`src/rtl/array_accumulate_stage_if.sv`:
```
// Blocking sync/notify stream bundle: one input word channel and one output word channel.
// The slave side is the accumulate stage; the master side is whoever feeds and drains it.
interface array_accumulate_stage_if #(
    parameter int WIDTH = 32
);
    logic [WIDTH-1:0] b_in;
    logic             b_in_sync;
    logic             b_in_notify;
    logic [WIDTH-1:0] b_out;
    logic             b_out_sync;
    logic             b_out_notify;

    modport master (
        output b_in, b_in_sync, b_out_sync,
        input  b_in_notify, b_out, b_out_notify
    );

    modport slave (
        input  b_in, b_in_sync, b_out_sync,
        output b_in_notify, b_out, b_out_notify
    );
endinterface

```
`src/rtl/array_accumulate_stage.sv`:
```
// Frame-reduce stage: reads DEPTH signed words, then offers their wrapped sum on b_out.
// Define ARRAY_ACC_MAX_EN to also emit the frame's signed maximum as a second word.
module array_accumulate_stage #(
    parameter int DEPTH = 5,
    parameter int WIDTH = 32
) (
    input  logic                         clk,
    input  logic                         rst,
    array_accumulate_stage_if.slave      bus
);
    localparam int IDX_W = (DEPTH > 1) ? $clog2(DEPTH) : 1;
    localparam logic [IDX_W-1:0] LAST_IDX = IDX_W'(DEPTH - 1);

`ifdef ARRAY_ACC_MAX_EN
    typedef enum logic [1:0] {
        READ      = 2'd0,
        WRITE_SUM = 2'd1,
        WRITE_MAX = 2'd2
    } state_t;
`else
    typedef enum logic [1:0] {
        READ      = 2'd0,
        WRITE_SUM = 2'd1
    } state_t;
`endif

    state_t           state_q, state_d;
    logic [IDX_W-1:0] idx_q, idx_d;
    logic [WIDTH-1:0] acc_q, acc_d;
    logic [WIDTH-1:0] b_out_q, b_out_d;
    logic [WIDTH-1:0] data_buf_q [DEPTH];
    logic [WIDTH-1:0] data_buf_d [DEPTH];
`ifdef ARRAY_ACC_MAX_EN
    logic [WIDTH-1:0] max_q, max_d;
`endif

    // Handshake flags follow the state register directly, so they can never both be high.
    assign bus.b_in_notify  = (state_q == READ);
    assign bus.b_out_notify = (state_q != READ);
    assign bus.b_out        = b_out_q;

    always_comb begin
        state_d    = state_q;
        idx_d      = idx_q;
        acc_d      = acc_q;
        b_out_d    = b_out_q;
        data_buf_d = data_buf_q;
`ifdef ARRAY_ACC_MAX_EN
        max_d      = max_q;
`endif
        case (state_q)
            READ: begin
                if (bus.b_in_sync) begin
                    data_buf_d[idx_q] = bus.b_in;
                    acc_d             = acc_q + bus.b_in;
`ifdef ARRAY_ACC_MAX_EN
                    // First element of a frame seeds the max regardless of its value.
                    if ((idx_q == '0) || ($signed(bus.b_in) > $signed(max_q))) begin
                        max_d = bus.b_in;
                    end
`endif
                    if (idx_q == LAST_IDX) begin
                        idx_d   = '0;
                        b_out_d = acc_q + bus.b_in;
                        state_d = WRITE_SUM;
                    end else begin
                        idx_d = idx_q + 1'b1;
                    end
                end
            end
            WRITE_SUM: begin
                if (bus.b_out_sync) begin
                    acc_d = '0;
`ifdef ARRAY_ACC_MAX_EN
                    b_out_d = max_q;
                    state_d = WRITE_MAX;
`else
                    state_d = READ;
`endif
                end
            end
`ifdef ARRAY_ACC_MAX_EN
            WRITE_MAX: begin
                if (bus.b_out_sync) begin
                    state_d = READ;
                end
            end
`endif
            default: begin
                state_d = READ;
            end
        endcase
    end

    always_ff @(posedge clk or negedge rst) begin
        if (!rst) begin
            state_q <= READ;
            idx_q   <= '0;
            acc_q   <= '0;
            b_out_q <= '0;
            for (int i = 0; i < DEPTH; i++) begin
                data_buf_q[i] <= '0;
            end
`ifdef ARRAY_ACC_MAX_EN
            max_q   <= '0;
`endif
        end else begin
            state_q    <= state_d;
            idx_q      <= idx_d;
            acc_q      <= acc_d;
            b_out_q    <= b_out_d;
            data_buf_q <= data_buf_d;
`ifdef ARRAY_ACC_MAX_EN
            max_q      <= max_d;
`endif
        end
    end
endmodule

```
`src/flat_wrapper.sv`:
```
// flat-port wrapper written by rule: the top's interface ports become plain ports
module array_accumulate_stage_flat 
#(
    parameter int DEPTH = 5,
    parameter int WIDTH = 32
)
  (clk, rst, bus_b_in, bus_b_in_sync, bus_b_out_sync, bus_b_in_notify, bus_b_out, bus_b_out_notify);
  array_accumulate_stage_if #(.WIDTH(WIDTH)) bus_i ();
  input  logic clk;
  input  logic rst;
  input wire logic [$bits(bus_i.b_in)-1:0] bus_b_in;
  input wire logic [$bits(bus_i.b_in_sync)-1:0] bus_b_in_sync;
  input wire logic [$bits(bus_i.b_out_sync)-1:0] bus_b_out_sync;
  output wire logic [$bits(bus_i.b_in_notify)-1:0] bus_b_in_notify;
  output wire logic [$bits(bus_i.b_out)-1:0] bus_b_out;
  output wire logic [$bits(bus_i.b_out_notify)-1:0] bus_b_out_notify;
  assign bus_i.b_in = bus_b_in;
  assign bus_i.b_in_sync = bus_b_in_sync;
  assign bus_i.b_out_sync = bus_b_out_sync;
  assign bus_b_in_notify = bus_i.b_in_notify;
  assign bus_b_out = bus_i.b_out;
  assign bus_b_out_notify = bus_i.b_out_notify;
  array_accumulate_stage #(.DEPTH(DEPTH), .WIDTH(WIDTH)) u_core (.clk(clk), .rst(rst), .bus(bus_i));
endmodule
```
`config.mk`:
```
export PLATFORM = sky130hd
export DESIGN_NAME = array_accumulate_stage_flat
export DESIGN_NICKNAME = d
export VERILOG_FILES = /design/src/rtl/array_accumulate_stage_if.sv /design/src/rtl/array_accumulate_stage.sv /design/src/flat_wrapper.sv
export SDC_FILE = /design/constraint.sdc
export NUM_CORES = 1
export LEC_CHECK = 0
export CAP_MARGIN = 20
export CORE_ASPECT_RATIO = 1.4
export CORE_MARGIN = 2
export CORE_UTILIZATION = 30
export CTS_BUF_LIST = sky130_fd_sc_hd__clkbuf_8
export CTS_CLUSTER_DIAMETER = 200
export DETAILED_ROUTE_END_ITERATION = 8
export PLACE_DENSITY = 0.54
export SETUP_SLACK_MARGIN = 0.02
export SLEW_MARGIN = 20
export SYNTH_ARGS = -nofsm -noshare
export SYNTH_HDL_FRONTEND = slang
export SYNTH_SLANG_ARGS = --single-unit
```
`constraint.sdc`:
```
create_clock -name clk -period 2.6 [get_ports clk]
set_input_delay 0.52 -clock clk [delete_from_list [all_inputs] [get_ports clk]]
set_output_delay 0.52 -clock clk [all_outputs]
set_load 0.03 [all_outputs]
```
== Word level (Yosys, flattened, before mapping) ==
Cells that the tools add are included.

* Add/subtract/negate cells: 2
* Equal/unequal tests: 5
* Multiplexer cells: 8
* Reduce and logical (&&, ||, !) cells: 7

{| class="wikitable"
|+ Operators with widths
! operator !! count
|-
| two-way mux 32 bit || 2
|-
| one-hot mux 32 bit (2 select lines) || 1
|-
| adder 32 bit || 1
|-
| AND reduction 3 bit || 3
|-
| two-way mux 2 bit || 3
|-
| != test 2 bit (second input constant) || 2
|-
| one-hot mux 2 bit (2 select lines) || 1
|-
| nonzero test 2 bit || 2
|-
| adder 3 x 1 -> 3 bit (second input constant) || 1
|-
| == test 3 bit (second input constant) || 1
|-
| two-way mux 3 bit || 1
|-
| == test 2 x 1 -> 1 bit (second input constant) || 1
|-
| zero test 2 bit || 1
|-
| != test 2 x 1 -> 1 bit (second input constant) || 1
|-
| AND reduction 2 bit || 1
|}

* Register bits after elaboration: 69
* Bits of input ports: 36
* Logic and storage cells: 26

== Logic depth before layout (Yosys ltp) ==
Gate-level depths: netlist of the first run.

* Word-level depth: 4
* Depth in mapped cells: 10
* Depth with buffers taken out: 10

== Worst setup path before layout of the first run ==
OpenSTA, ideal clock, no wires.

* Path type: input to register
* From: input port bus_b_in[0]
* To: register u_core.b_out_q[24], in the netlist u_core.bus.b_out[24]
* Library setup time: 0.125 ns
* Arrival time: 2.651 ns
* Data required time: 2.475 ns
* Path slack: -0.176 ns
* Stages on the path: 10
* Cells stage by stage: ha_1 -> fa_1 -> a21oi_1 -> o211ai_1 -> a311oi_2 -> nor4_2 -> nor4_1 -> o21ai_1 -> xor2_1 -> mux2_2

* Cells in the longest elaborated chain, start to end: 1

{| class="wikitable"
|+ Ends and longest elaborated chain
! element !! RTL line !! source
|-
| start: declaration || flat_wrapper.sv:11 || <nowiki>input wire logic [$bits(bus_i.b_in)-1:0] bus_b_in;</nowiki>
|-
| adder 32 bit || array_accumulate_stage.sv:64 || <nowiki>b_out_d = acc_q + bus.b_in;</nowiki>
|-
| end signal: assignment || array_accumulate_stage.sv:111 || <nowiki>b_out_q <= b_out_d;</nowiki>
|-
| end: declaration || array_accumulate_stage.sv:30 || <nowiki>logic [WIDTH-1:0] b_out_q, b_out_d;</nowiki>
|}

No other way between the ends.
A chain may end at the register's enable or synchronous reset.

== Worst setup path after layout of the first run ==
* From: register u_core.acc_q[0]
* To: register u_core.b_out_q[30], in the netlist u_core.bus.b_out[30]

* Cells in the longest elaborated chain, start to end: 1

{| class="wikitable"
|+ Ends and longest elaborated chain
! element !! RTL line !! source
|-
| start: declaration || array_accumulate_stage.sv:29 || <nowiki>logic [WIDTH-1:0] acc_q, acc_d;</nowiki>
|-
| start signal: assignment || array_accumulate_stage.sv:99 || <nowiki>acc_q <= '0;</nowiki>
|-
| start signal: assignment || array_accumulate_stage.sv:110 || <nowiki>acc_q <= acc_d;</nowiki>
|-
| adder 32 bit || array_accumulate_stage.sv:64 ||
|}

No other way between the ends.

==> results of run 1 <==
worst reg2reg max path, cell delays in order (launching register included):
cell and delay [ns]:
dfrtp_1 0.42, ha_4 0.17, fa_2 0.36, a21oi_2 0.16, o211ai_1 0.13, a311oi_2 0.24, buf_4 0.17, nor4_4 0.04
buf_4 0.15, o211ai_4 0.18, a211oi_2 0.12, o21a_1 0.21, o31ai_2 0.23
Yosys cell counts (3+ instances only):
cell      instances  area (µm²)
nor4_1            3        18.8
dfrtp_1          68        1700
o21bai_1          4        30.0
inv_1            10        37.5
a211oi_2          4        50.1
o21a_1            4        30.0
clkbuf_1         11        41.3
nor3_1            4        20.0
nor2b_1           3        18.8
mux2_2            6        67.6
nor2_1            9        33.8
ha_1             33         413
nand2_1          69         259
o21ai_0          54         270
xor2_1           16         140
a21o_1           16         120
xnor2_1          13         114
a21oi_1          24         120
o21ai_1           9        45.0
a22o_1            7        61.3
nand3_1           7        35.0
per-stage QoR:
step | cells | instance area, µm²
after detailed placement | 750 | 5670
after global placement | 750 | 5670
final | 781 | 6460
after CTS | 775 | 6250
after floorplan | 418 | 4090
after global routing | 781 | 6460
cells by family after synthesis:
family / synth area share
AO/OA/AOI/OAI: 0.246
adder cells (fa/ha/maj): 0.106
buffers and inverters: 0.0233
XOR/XNOR: 0.0624
flip-flops: 0.418
multiplexers: 0.0194
AND/OR/NAND/NOR: 0.124
layout by cell type (no fill, tap or decap), types with 3 or more instances in the layout:
cell type        synthesis  layout
o21bai_1                 4       4
ha_4                     0      17
clkdlybuf4s50_1          0      48
dfrtp_1                 68      68
o21ai_0                 54      45
a21o_1                  16      16
nor3_2                   1       3
a22o_1                   7       7
a21oi_1                 24      15
o21ai_1                  9      16
inv_1                   10       9
dlygate4sd2_1            0      17
a21oi_4                  0       3
ha_1                    33      14
mux2_2                   6       5
xor2_1                  16      15
nor2b_1                  3       3
clkbuf_8                 0      12
nand3_1                  7       5
o31ai_2                  1       3
nor2_1                   9       7
o21ai_2                  1       3
nand2_1                 69      68
xnor2_1                 13      11
buf_4                    0     106
a21oi_2                  1       7
o21a_1                   4       4
a211oi_4                 0       3
final cells by class:
class                      count  area (µm²)  area share
clock buffer                  12         165      0.0256
clock inverter                 4        71.3      0.0110
inverter                      10        37.5     0.00581
multi-input combinational    327        2750       0.426
sequential                    68        1700       0.263
tap                          182         228      0.0352
timing repair buffer         178        1510       0.233
repair_timing:
action,4_1_cts,5_1_grt
pin swaps,43,33
setup buffers,10,7
gates resized for setup,60,35
gates cloned,0,0
hold buffers,0,0
setup endpoints to repair,34,32
flip-flops by register name (all words and copies together), names as in the netlist:
| register | count |
|---|---|
| u_core.idx_q | 3 |
| u_core.bus.b_out | 32 |
| u_core.acc_q | 32 |
| u_core.state_q | 1 |
per-layer routing:
layer	share of wire	GRT usage	wire [µm]
met3	0.023	0.0217	272
met5	0	0	0
met2	0.53	0.300	6150
met1	0.42	0.194	4880
met4	0.025	0.0751	292
power by group:
part / switching (mW) / leakage, nW / internal, mW
clock: 0.428 / 0.120 / 0.616
combinational: 2.82 / 1.97 / 2.84
sequential: 0.349 / 0.845 / 1.56
final timing paths:
kind / from / end / slack (ns) / cells after the start
max: u_core.acc_q[0] / u_core.bus.b_out[30] / -0.07 / 12
min reg2reg: u_core.bus.b_out[15] / u_core.bus.b_out[15] / 0.48 / 2
min in group clk: u_core.bus.b_out[15] / u_core.bus.b_out[15] / 0.48 / 2
max reg2reg: u_core.acc_q[0] / u_core.bus.b_out[30] / -0.07 / 12
min: rst / u_core.bus.b_out[6] / 0.24 / 1
max in group asynchronous: rst / u_core.acc_q[20] / 1.69 / 2
==> run_results.csv, run 1 <==
group,metric,value,unit
run_status,status,"finished with violations",
run_status,violations,"setup timing",
timing,setup_ws,-0.0707,ns
pwr,cellPowerDensity,1330,nW/µm²
timing,tns,-0.284,ns
logic_synthesis,synth_edf_count,0,
clocking,clk_pin_slew,0.08,ns
grt,grt-ovfl-total,0,
placed_design,gp_congestion,0.881,
clocking,h-tree-depth,3,
route,routedWlPerCell,14.8,µm
logic_synthesis,synth_cell_type_count,55,
route,num_vias,3709,
final_layout,diodes,0,
setup_path,crit_path_end_kind,"register",
logic_synthesis,syn_area,4070,µm²
setup_path,crit_buf_inv,2,
clocking,cts_tree,"done",
clocking,clockBufferDepth,2,
logic_synthesis,ys_ff_latch,68,
setup_path,worstSetupPathType,"register to register",
logic_synthesis,syn_area_per_cell,9.74,µm²
placed_design,dp_hpwl,8350,µm
setup_path,crit_path_frequent_cell,"buf_4",
clocking,clkLatencyLatePin,0.36,ns
setup_path,crit_fanout,3,
timing,finalMaxSlewViolations,0,
flow_run,cap_violations,0,
floorplanning,rows,50,
final_layout,area_delta_synth_final,58.6,%
floorplanning,die_w,102,µm
grt,grtUsageTotal,0.167,
floorplanning,coreArea,13300,µm²
grt,grt_first_pass_wirelength,19000,µm
pwr,design_power_total,8.62,mW
logic_synthesis,synth_warnings,0,
timing,finalCritPeriodShare,1.03,
floorplanning,fp.dieArea,14500,µm²
route,ant_nets,0,
timing,fmax,374,MHz
min_path,hp-class,"primary input to async pin",
timing,final_hold_viol_count,0,
timing,tightest_slew,0.800,ns
clocking,numClockSinks,68,
timing,fin_skew,0.00772,ns
final_layout,layout.nets,664,
logic_synthesis,synthCells,418,
route,routed_wirelength,11600,µm
setup_path,path_cells,"ha_4, fa_2, a21oi_2, o211ai_1, a311oi_2, buf_4, nor4_4, buf_4, o211ai_4, a211oi_2, o21a_1, o31ai_2",
setup_path,crit_required,2.87,ns
clocking,cts_root_buffer,"clkbuf_8",
floorplanning,die_h,142,µm
timing,holdWs,0.240,ns
logic_synthesis,synth-async-reset-ratio,1.00,
timing,min_period,2.67,ns
route,vias_per_cell,4.75,
setup_path,cp_data_arrival_time,2.94,ns
final_layout,layout-drive-gt1-share,0.342,
logic_synthesis,synth_nets,488,
timing,rsz0062_at_grt,"true",
grt,antenna_found_initial,0,
setup_path,critical_path.max_stage_delay,0.42,ns
logic_synthesis,seq_area_frac_synth,0.418,
route,drt_iter0_markers,57,
final_layout,final_util,0.485,
placed_design,port_buffers,69,
route,drc,0,
final_layout,final.fill_count,1268,
route,firstDrtPassIters,4,
setup_path,cp-start-kind,"register",
pwr,ir_drop,438,µV
timing,setup_violations,5,
floorplanning,pin_count,70,
setup_path,cp_top_family,"compound AO/OA/AOI/OAI gates",
floorplanning,initial_core_util,0.306,
grt,grt_pass1_vias,3987,
placed_design,pre_cts_slack,-0.880,ns
logic_synthesis,synth_ff_type,"dfrtp_1",
timing,relSlewSlack,0.466,
clocking,cts_buffers,9,
grt,grt_max_degree,42,
pwr,leakagePower,2.93,nW
setup_path,cp_slowest_cell,"dfrtp_1",
Note: power is estimated with default switching activity, not from simulation.
==> inputs of run 2 (changes only) <==
Settings changed: CTS_CLUSTER_DIAMETER 200 to 50, PLACE_DENSITY 0.54 to 0.52.
Clock period 2.6 ns to 2.9 ns, I/O delays scaled along.
==> run 2 against run 1 <==
Net effect: the flow now finishes without violations; critical path depth shrank 1; sequential share of layout area grew 2.4 points; global-route usage shrank 1.3 points; largest power group unchanged.
==> run_results.csv, run 2 (synthesis results as in run 1) <==
group,metric,value,unit
run_status,status,"complete, no violations",
final_layout,seqCellArea,1700,µm²
clocking,cts_buffers,9,
clocking,clockBufferDepth,2,
placed_design,dp_hpwl,7810,µm
final_layout,final_cell_mix,"buf_4 (77), nand2_1 (68), dfrtp_1 (68)",
final_layout,multi_input_comb_area,2470,µm²
timing,relSlewSlack,0.409,
timing,fmax,360,MHz
floorplanning,coreArea,13300,µm²
final_layout,diodes,0,
clocking,numClockSinks,68,
placed_design,port_buffers,69,
timing,fin_skew,0.00823,ns
floorplanning,die_h,142,µm
pwr,leakagePower,2.74,nW
grt,grtUsageTotal,0.154,
grt,grt_first_pass_wirelength,17700,µm
grt,antenna_found_initial,0,
clocking,h-tree-depth,3,
route,ant_nets,0,
route,num_vias,3551,
floorplanning,die_w,102,µm
placed_design,placedCellCount,729,
setup_path,crit_path_end_kind,"register",
placed_design,gp_congestion,0.834,
route,vias_per_cell,4.75,
final_layout,area_delta_synth_final,45.2,%
route,drc,0,
setup_path,critical_path.startpoint,"bus_b_in[8]",
final_layout,stdcell_count,748,
final_layout,final_util,0.444,
route,drt_iter0_markers,89,
route,routed_wirelength,10600,µm
clocking,clk_pin_slew,0.07,ns
clocking,clkLatencyLatePin,0.36,ns
floorplanning,initial_core_util,0.306,
setup_path,r2r-start,"u_core.acc_q[0]",
final_layout,layout.nets,632,
timing,rsz0062_at_grt,"true",
setup_path,worstSetupPathType,"primary input to register",
final_layout,layout-drive-gt1-share,0.251,
clocking,cts.hold.buffers_added,0,
timing,tightest_slew,0.887,ns
setup_path,cp-start-kind,"primary input",
pwr,ir_drop,386,µV
route,firstDrtPassIters,4,
timing,finalMaxSlewViolations,0,
floorplanning,fp.dieArea,14500,µm²
grt,grt-ovfl-total,0,
setup_path,crit_required,3.15,ns
timing,min_period,2.78,ns
timing,finalCritPeriodShare,0.957,
final_layout,final.fill_count,1327,
min_path,hp-class,"primary input to async pin",
floorplanning,pin_count,70,
clocking,cts_tree,"done",
flow_run,cap_violations,0,
setup_path,cp_data_arrival_time,3.03,ns
clocking,cts_root_buffer,"clkbuf_8",
pwr,design_power_total,6.88,mW
placed_design,pre_cts_slack,-0.618,ns
timing,final_hold_viol_count,0,
floorplanning,rows,50,
route,routedWlPerCell,14.2,µm
grt,grt_max_degree,69,
grt,grt_pass1_vias,3717,
timing,setup_violations,0,
setup_path,crit_fanout,4,
pwr,cellPowerDensity,1160,nW/µm²
timing,setup_ws,0.124,ns
final_layout,final_common_cell,"buf_4",
## run 2: cell count changes in the layout (fill, tap and decap cells not counted), sizes merged
cell	change
clkdlybuf4s50	+14
inv	+1
dlymetal6s2s	+3
clkinvlp	-1
buf	-32
dlygate4sd2	-17
bufinv	-1
## run 2: power by group
group          internal (mW)  total, mW  switching (mW)
clock network          0.457      0.825           0.368
registers               1.40       1.67           0.270
logic                   2.12       4.39            2.27
## run 2: cell type report
type | instances | area share
Clock buffer | 12 | 0.0279
Inverter | 10 | 0.00635
Sequential cell | 68 | 0.288
Tap cell | 182 | 0.0385
Timing Repair Buffer | 146 | 0.216
Multi-Input combinational cell | 327 | 0.417
Clock inverter | 3 | 0.00635
## run 2: path summary, 6_finish.rpt
kind / end / slack (ns) / cells after the start
setup / recovery: u_core.acc_q[30] / 0.12 / 11
hold / removal: u_core.bus.b_out[4] / 0.43 / 2
setup reg to reg: u_core.acc_q[30] / 0.19 / 11
hold reg to reg: u_core.bus.b_out[11] / 0.48 / 2
max in group asynchronous: u_core.acc_q[19] / 1.90 / 2
min in group clk: u_core.bus.b_out[11] / 0.48 / 2
## run 2: per-stage QoR
step,setup TNS [ns],hold slack (ns),instance area (µm²)
detailed placement,-13.47,0.469,5490
finish,0,0.430,5910
CTS,0,0.460,5750
global route,-0.0130,0.496,5910
global placement,-12.86,0.462,5490
floorplan,0,0.284,4070
## run 2: worst max-delay path, stage by stage
cell             delay (ns)
clkdlybuf4s50_1        0.42
ha_1                   0.35
inv_1                  0.10
nor3_2                 0.19
a311oi_2               0.13
buf_4                  0.16
nor4_4                 0.26
o211ai_2               0.19
a211oi_2               0.32
nor3_2                 0.08
o31ai_1                0.24
## run 2: layer usage
| layer | up-vias | GRT usage | wire length [µm] |
|---|---|---|---|
| li1 | 1795 | - | - |
| met1 | 1686 | 0.190 | 4720 |
| met2 | 57 | 0.263 | 5330 |
| met3 | 13 | 0.0291 | 345 |
| met4 | 0 | 0.0604 | 204 |
| met5 | - | 0 | 0 |
## run 2: repair_timing
action,CTS,global route
gates resized for setup,11,24
endpoints found under the setup margin,16,28
pin swaps,13,18
buffers inserted,2,2
==> patch, RTL diff (settings of run 1) <==
Add a define of `ARRAY_ACC_MAX_EN`.
--- a/src/rtl/array_accumulate_stage.sv
+++ b/src/rtl/array_accumulate_stage.sv
@@ -1,5 +1,7 @@
 // Frame-reduce stage: reads DEPTH signed words, then offers their wrapped sum on b_out.
 // Define ARRAY_ACC_MAX_EN to also emit the frame's signed maximum as a second word.
+`define ARRAY_ACC_MAX_EN
+
 module array_accumulate_stage #(
     parameter int DEPTH = 5,
     parameter int WIDTH = 32
Formal check against the unedited RTL: not equivalent (Yosys sat finds a counterexample within 10 cycles, from zero or initial values and one cycle with rst low).
==> patch against run 1 <==
The run still ends with negative setup slack left; cell area is 47% higher; core utilization is 3.4 points lower; non-clock buffer count is 45 higher; setup slack worse by 150 ps; area after synthesis is 58% higher; power is 49% higher; sequential cell count is 33 higher; routed wire length is 67% higher; sequential share of layout area is 0.19 points higher; hold slack worse by 190 ps.
==> patch: results (changes against run 1) <==
TritonCTS Buffers 9 (unchanged); top_reg_cell synth dfrtp_1; antenna cell count 0 (unchanged); total track usage 0.178 (+0.0102); layout cells sized above 1 0.333 (-0.00890); status complete, but fails checks; dominant cells by area after synthesis dfrtp_1 39%, ha_1 13%, mux2_2 6.1%, a21oi_1 5.9%, nand2_1 4.6%; worst-case clock buffer depth 2 (unchanged); pre-CTS WS -922 ps (-41.5 ps); RePlAce Congestion 0.831 (-5.7%); first-pass GRT wire length 31300 microns (+65%); NumNets Final 995 (+50%); routed vias/inst 5.02 (+5.7%); vias in the first global route 6196 (+55%); final setup fails 46 (+41); HP Class primary input to async pin; Switching Share 0.427 (+0.00925); met2 Use GR 0.326 (+0.0259); ys async rst share 1.00 (unchanged); Max H-tree Level 3 (unchanged); Area growth syn-to-layout 48.3%; Clock Skew 11.0 ps (+3.23 ps); met3 usage 0.0233 (+0.00160); combinational share of power 0.689 (+0.032); FILL cells 2081 (+64%); Crit Path Max Fanout 3 (unchanged); setup TNS -5460 ps (-5180 ps); VDD IR-drop max 0.518 mV (+18%); WL per Instance 16.7 microns (+13%); leakage power 0.00451 uW (+54%); clock network power 1130 uW (+9%); Final HPWL DP 13800 microns (+66%); TritonRoute pass-1 iters 4 (unchanged); clk slew on worst S/H paths 100 ps (+20 ps); met1 Track Usage GR 0.209 (+0.0151); WP data arrival 3070 ps (+130 ps); Final Max Slew Viols 0 (unchanged); Synth cell types 60 (+9.1%); Placed Instance Area 8620 sq um (+52%); Clk Latency, worst-skew pair 390 ps (+30 ps); Clock Tree Root clkbuf_8; largest net degree at the start of global routing 59 (+40%); Final Worst Setup Slack -222 ps (-151 ps); syn nets 788 (+61%); yosys warns 0 (unchanged); Starting DRT DRC Count 222 (+290%); Tightest Pin Transition 412 ps (-389 ps); Port Buffers 69 (unchanged); list of most frequent post-synthesis cells 101 x dfrtp_1, 79 x nand2_1, 76 x a21oi_1; sequential-to-total area share from yosys stat 0.393 (-0.0244); initial antenna violation count 0 (unchanged); failing checks negative setup slack
[patch: changes by cell type after synthesis, sizes merged, moves of 6 or more]
cell | before | now
nand2 | 70 | 79
buf | 1 | 9
clkbuf | 12 | 18
o21ai | 64 | 49
nor2 | 9 | 34
nor3 | 5 | 17
a31oi | 1 | 10
dfrtp | 68 | 101
a21oi | 25 | 77
inv | 10 | 44
ha | 33 | 65
mux2 | 7 | 37
nand4 | 0 | 11
o31ai | 3 | 14
[patch: layer usage]
| layer | vias up | part of all wire |
|---|---|---|
| met2 | 91 | 0.52 |
| li1 | 2866 | - |
| met5 | - | 0 |
| met3 | 26 | 0.025 |
| met1 | 2827 | 0.43 |
| met4 | 0 | 0.025 |
[patch: cell families after synthesis]
logic type                 count (synthesis)  share of synthesized area
buffers and inverters                     71                     0.0440
xor gates and xnor gates                  29                     0.0395
adders and majority gates                 66                      0.130
and+or+nand+nor                          180                      0.130
DFF                                      101                      0.393
muxes                                     38                     0.0664
AOI/OAI and AO/OA                        201                      0.197
[patch: what timing repair did]
| item | 4_1_cts | 5_1_grt |
|---|---|---|
| resized for setup | 84 | 72 |
| hold buffers | 0 | 0 |
| endpoints found under the setup margin | 70 | 64 |
| pin swaps | 41 | 30 |
| buffers inserted | 18 | 8 |
| gates cloned | 2 | 0 |
[patch: final cells by class]
type	count	share of cell area
multi-input cells	514	0.453
repair buffers	223	0.208
inverters	44	0.0173
clock inverters	5	0.00788
well taps	260	0.0341
flip-flops and latches	101	0.265
clock buffers	10	0.0144
[patch: stage by stage]
step	hold slack [ps]	cells	total power, uW
2_1_floorplan	224	686	7450
3_3_place_gp	460	1118	10500
3_5_place_dp	470	1118	10600
4_1_cts	43.4	1153	12400
5_1_grt	60.8	1157	13900
6_report	50.4	1157	12800
[patch: final timing paths]
| kind | startpoint | slack, ps | endpoint | depth (start not counted) |
|---|---|---|---|---|
| worst min register to register | u_core.bus.b_out[8] | 480 | u_core.bus.b_out[8] | 2 |
| max in group asynchronous | rst | 1840 | u_core.acc_q[9] | 2 |
| worst max register to register | u_core.acc_q[0] | -220 | u_core.bus.b_out[24] | 11 |
| worst min-delay path | rst | 50 | u_core.bus.b_out[27] | 1 |
| worst max-delay path | u_core.acc_q[0] | -220 | u_core.bus.b_out[24] | 11 |
| min in group clk | bus_b_in[1] | 440 | u_core.max_q[1] | 2 |
[patch: worst max-delay path, stage by stage, from the launching register on]
cell	delay, ps
dfrtp_1	420
ha_4	170
fa_2	370
a21oi_2	200
nor2_1	70
and4bb_2	330
nor3_4	60
a2111oi_4	300
nor3_2	80
a311oi_2	310
mux2i_1	240
o311ai_1	130
